[config.mk]
export PLATFORM = sky130hd
export DESIGN_NAME = pmem_arbiter
export DESIGN_NICKNAME = d
export VERILOG_FILES = /design/src/rtl/pmem_arbiter.sv
export SDC_FILE = /design/constraint.sdc
export NUM_CORES = 1
export LEC_CHECK = 0
export ABC_CLOCK_PERIOD_IN_PS = 1400
export CORE_AREA = 10 10 531 533
export CTS_CLUSTER_DIAMETER = 100
export CTS_CLUSTER_SIZE = 40
export DETAILED_ROUTE_END_ITERATION = 10
export DIE_AREA = 0 0 541 543
export PLACE_DENSITY_LB_ADDON = 0.05
export SYNTH_ARGS = -nofsm -noshare
export SYNTH_HDL_FRONTEND = slang
export SYNTH_SLANG_ARGS = --single-unit
export TNS_END_PERCENT = 1
[constraint.sdc]
create_clock -name clk -period 1.4 [get_ports clk]
set_input_delay 0.28 -clock clk [delete_from_list [all_inputs] [get_ports clk]]
set_output_delay 0.28 -clock clk [all_outputs]
set_load 0.01 [all_outputs]
[src/rtl/pmem_arbiter.sv]
// Arbiter for the single physical-memory port shared by the icache and dcache.
// Moore FSM with latched address/data, round-robin tie-break and a sticky watchdog.
module pmem_arbiter #(
  parameter int LINE_WIDTH     = 256,
  parameter int ADDR_WIDTH     = 32,
  parameter int TIMEOUT_CYCLES = 1024
) (
  input  logic                  clk,
  input  logic                  rst,

  input  logic                  i_read,
  input  logic [ADDR_WIDTH-1:0] i_addr,
  output logic [LINE_WIDTH-1:0] i_rdata,
  output logic                  i_resp,

  input  logic                  d_read,
  input  logic                  d_write,
  input  logic [ADDR_WIDTH-1:0] d_addr,
  input  logic [LINE_WIDTH-1:0] d_wdata,
  output logic [LINE_WIDTH-1:0] d_rdata,
  output logic                  d_resp,

  output logic                  pmem_read,
  output logic                  pmem_write,
  output logic [ADDR_WIDTH-1:0] pmem_address,
  output logic [LINE_WIDTH-1:0] pmem_wdata,
  input  logic [LINE_WIDTH-1:0] pmem_rdata,
  input  logic                  pmem_resp,

  output logic                  err_timeout
);

  localparam int CNT_W = $clog2(TIMEOUT_CYCLES) + 1;
  localparam logic [CNT_W-1:0] CNT_MAX = CNT_W'(TIMEOUT_CYCLES - 1);

  typedef enum logic [1:0] {
    IDLE = 2'd0,
    I_RD = 2'd1,
    D_RD = 2'd2,
    D_WR = 2'd3
  } state_t;

  typedef enum logic {
    GRANT_I = 1'b0,
    GRANT_D = 1'b1
  } grant_t;

  state_t                  state;
  grant_t                  last_grant;
  logic [CNT_W-1:0]        wd_cnt;
  logic [ADDR_WIDTH-1:0]   addr_q;
  logic [LINE_WIDTH-1:0]   wdata_q;

  logic i_req;
  logic d_req;
  logic grant_i;

  assign i_req = i_read;
  assign d_req = d_read | d_write;

  // On a tie the requester that did not win last time gets the port.
  assign grant_i = i_req && (!d_req || (last_grant == GRANT_D));

  function automatic state_t d_state(input logic wr);
    return wr ? D_WR : D_RD;
  endfunction

  always_ff @(posedge clk) begin
    if (rst) begin
      state       <= IDLE;
      last_grant  <= GRANT_I;
      wd_cnt      <= '0;
      err_timeout <= 1'b0;
      addr_q      <= '0;
      wdata_q     <= '0;
    end else begin
      case (state)
        IDLE: begin
          wd_cnt <= '0;
          if (grant_i) begin
            state      <= I_RD;
            last_grant <= GRANT_I;
            addr_q     <= i_addr;
          end else if (d_req) begin
            state      <= d_state(d_write);
            last_grant <= GRANT_D;
            addr_q     <= d_addr;
            wdata_q    <= d_wdata;
          end
        end
        default: begin
          if (pmem_resp) begin
            state <= IDLE;
          end else if (wd_cnt == CNT_MAX) begin
            // Counter holds at its limit; the transaction keeps waiting for pmem.
            err_timeout <= 1'b1;
          end else begin
            wd_cnt <= wd_cnt + 1'b1;
          end
        end
      endcase
    end
  end

  assign pmem_read    = (state == I_RD) || (state == D_RD);
  assign pmem_write   = (state == D_WR);
  assign pmem_address = addr_q;
  assign pmem_wdata   = wdata_q;

  assign i_resp  = pmem_resp && (state == I_RD);
  assign d_resp  = pmem_resp && ((state == D_RD) || (state == D_WR));
  assign i_rdata = pmem_rdata;
  assign d_rdata = pmem_rdata;

endmodule

==> qor.yml <==
timing:
  max_freq_ghz: 0.508
  rsz0062_at_grt: "yes"
  setup_viol: 362
  fin_setup_tns_ns: -50.10
  slew-limit-headroom: 0.741
  worst_slew_pin_slew_ns: 0.387
  hold_viol: 0
  fin_skew_ns: 0.0314
  post-route-min-period_ns: 1.97
  fin_crit_sh: 1.41
  worst_slack_ns: -0.570
  drv_slew: 0
worst_setup_path:
  worst-endpoint-required_ns: 1.12
  cp_max_fo: 3
  critPathLaunch: "state[1]$_SDFFE_PP0P_"
  rrSetupSlack_ns: -0.26
  worst-path-stages: 5
  crit_buf_inv: 3
  r2r_cells: 8
  worstReg2RegEnd: "pmem_wdata[96]$_SDFFE_PP0P_"
  start_kind: "flip-flop"
  crit_path_end: "d_resp"
  r2r-start: "state[1]$_SDFFE_PP0P_"
  crit_arrival_ns: 1.69
  crit_top_cell: "buf_6"
  cp_top_family: "buffers and inverters"
  cpPeakStageDelay_ns: 0.33
  critPathKind: "flip-flop to output pin"
  crit_slowest_cell: "dfxtp_2"
  end_kind: "output pin"
  path_cells: "buf_6 > ha_4 > buf_6 > o21a_4 > buf_12"
placement:
  io_buffers: 618
  place_congestion: 0.693
  place_hpwl_mm: 98.7
  dpl_worst_slack_ns: -0.620
  dp_cells: 5639
grt:
  grt_max_degree: 50
  grt_pass1_wl_mm: 157
  grt_pass1_vias: 15500
  gr-total-overflow: 0
  antenna_found_initial: 37
  track_usage: 0.0782
die:
  row_count: 191
  die_area_mm2: 0.294
  die_y_um: 543
  die_x_um: 541
  start_util: 0.0587
  coreArea_mm2: 0.271
  io-pin-count: 1387
run_status:
  outcome: "finished, violations left"
  violations: "negative setup slack"
run:
  cap_violations: 0
final_layout:
  area_growth_pct: 70.4
  stdcell_count: 5732
  final_nets: 2704
  layout-drive-gt1-share: 0.405
synth:
  yosysWarningCount: 0
  synth.area.top_cells: "dfxtp_1, buf_4, nand3_1"
  yosysTopAreaCell: "dfxtp_1"
  synth_edf_count: 0
  netlist_top_cells_count: "buf_4, dfxtp_1, nand3_1"
  synth_cells: 1965
  synth_cell_types: 46
  synth_most_common_cell: "buf_4"
  synth_ff_type: "dfxtp_1"
  synth_seq_cells: 303
  synth_top_area_share: 0.382
  async_flop_share: 0
  synth_area_mm2: 0.0159
  ys_seq_area_frac: 0.382
  syn-num-nets: 2552
  avgSynthCellArea_um2: 8.08
routing:
  drt_first_pass_iters: 5
  ant_nets: 0
  totalWireLength_mm: 121
  drc: 0
  first_iter_violations: 668
  wl_per_cell_um: 21.1
  vias: 14600
  viasPerCell: 2.55
worst_hold_path:
  hp-class: "input pin to flip-flop"
clocking:
  cts_buffer_depth: 3
  clock_latency_ns: 0.66
  cts_sinks: 303
  path_clk_slew_ns: 0.07
  cts_buffers: 43
  cts-htree-levels: 2
  cts_tree: "built"
  clockRootBuffer: "clkbuf_16"
power:
  p_leak_nw: 8.97
  irDropWorstVdd_mv: 0.784
  power_density_mw_per_mm2: 1360
-- registers in the layout, indices dropped and copies added (netlist names) --
register / cells
pmem_wdata: 256
pmem_address: 32
wd_cnt: 11
state: 2
err_timeout: 1
last_grant: 1
-- timing repair --
| item | CTS | global route |
|---|---|---|
| hold buffers | 1 | 0 |
| setup buffers | 3 | 2 |
| endpoints found under the hold margin | 3 | 0 |
| pin swaps | 2 | 31 |
| setup endpoints to repair | 592 | 596 |
| resized for setup | 1034 | 670 |
-- per-stage QoR --
step | utilization | hold WS [ns] | power, mW | cell area [um^2]
after floorplan | - | 0.428 | 16.4 | 15900
after global placement | 0.0901 | 0.459 | 24.1 | 24400
after detailed placement | 0.0901 | 0.459 | 24.0 | 24400
after CTS | 0.0973 | 0.0785 | 37.8 | 26300
after global routing | 0.0999 | 0.134 | 39.4 | 27000
final | 0.0999 | 0.174 | 36.9 | 27000
-- cell type report --
type | instances | area (um^2)
Fill cell | 31400 | 243000
Timing Repair Buffer | 789 | 9060
Sequential cell | 303 | 6520
Multi-Input combinational cell | 977 | 5380
Tap cell | 3570 | 4470
Clock buffer | 51 | 1200
Clock inverter | 27 | 350
Antenna cell | 12 | 30.0
Inverter | 3 | 16.3
-- placed cells by master, fill, tap and decap left out, types with 5 or more instances in the layout --
cell               n
clkbuf_8           5
clkbuf_16         45
clkbuf_2           5
inv_6              7
dfxtp_2          240
diode_2           12
o21ai_1          117
o21ai_0          174
nor2_1            33
buf_6            245
nand3_2           12
buf_12           107
nand3_1          280
dfxtp_1           21
bufinv_16          5
a21oi_1          253
nand2_1            9
clkdlybuf4s50_1  323
a21oi_2            8
dfxtp_4           42
a311oi_1          32
buf_4             99
clkinv_2           5
-- where the power goes --
part / switching [mW] / internal, mW / total [mW]
Combinational: 6.74 / 6.25 / 13.0
Clock: 5.46 / 7.18 / 12.6
Sequential: 1.11 / 10.1 / 11.3
-- cells by family (layout without fill, tap and decap cells) --
logic type,after synthesis,in the layout,share of synthesized area
AO/OA/AOI/OAI,608,608,0.204
adder cells (fa/ha/maj),5,5,0.00394
buffers and inverters,685,870,0.295
flip-flops,303,303,0.382
multiplexers,1,1,0.000631
other,0,12,0
AND/OR/NAND/NOR,363,363,0.115
-- how the worst min path moves through the flow --
| stage | cells after the start | slack, ns | end | start |
|---|---|---|---|---|
| 3_3_place_gp | 2 | 0.46 | pmem_wdata[189]$_SDFFE_PP0P_ | pmem_wdata[189]$_SDFFE_PP0P_ |
| 5_1_grt | 3 | 0.13 | pmem_wdata[144]$_SDFFE_PP0P_ | d_wdata[144] |
| 4_1_cts | 3 | 0.08 | pmem_wdata[23]$_SDFFE_PP0P_ | d_wdata[23] |
| 3_5_place_dp | 2 | 0.46 | wd_cnt[10]$_SDFFE_PP0P_ | wd_cnt[10]$_SDFFE_PP0P_ |
| 6_report | 3 | 0.17 | pmem_wdata[194]$_SDFFE_PP0P_ | d_wdata[194] |
| 2_1_floorplan | 2 | 0.43 | pmem_wdata[0]$_SDFFE_PP0P_ | d_wdata[0] |
-- tightest hold or removal path, cell delays in order --
cell             delay [ns]
clkdlybuf4s50_1        0.40
nand3_1                0.06
a21oi_1                0.05
-- layer usage --
layer  global-route usage  up-vias  wire length [um]
met1               0.0868     6920             47800
met5                    0        -                45
met3               0.0364      299             11900
met2                0.125      765             55300
met4               0.0397        6              6070
li1                     -     6649                 -
No activity file was read; power rests on OpenSTA's default activity.
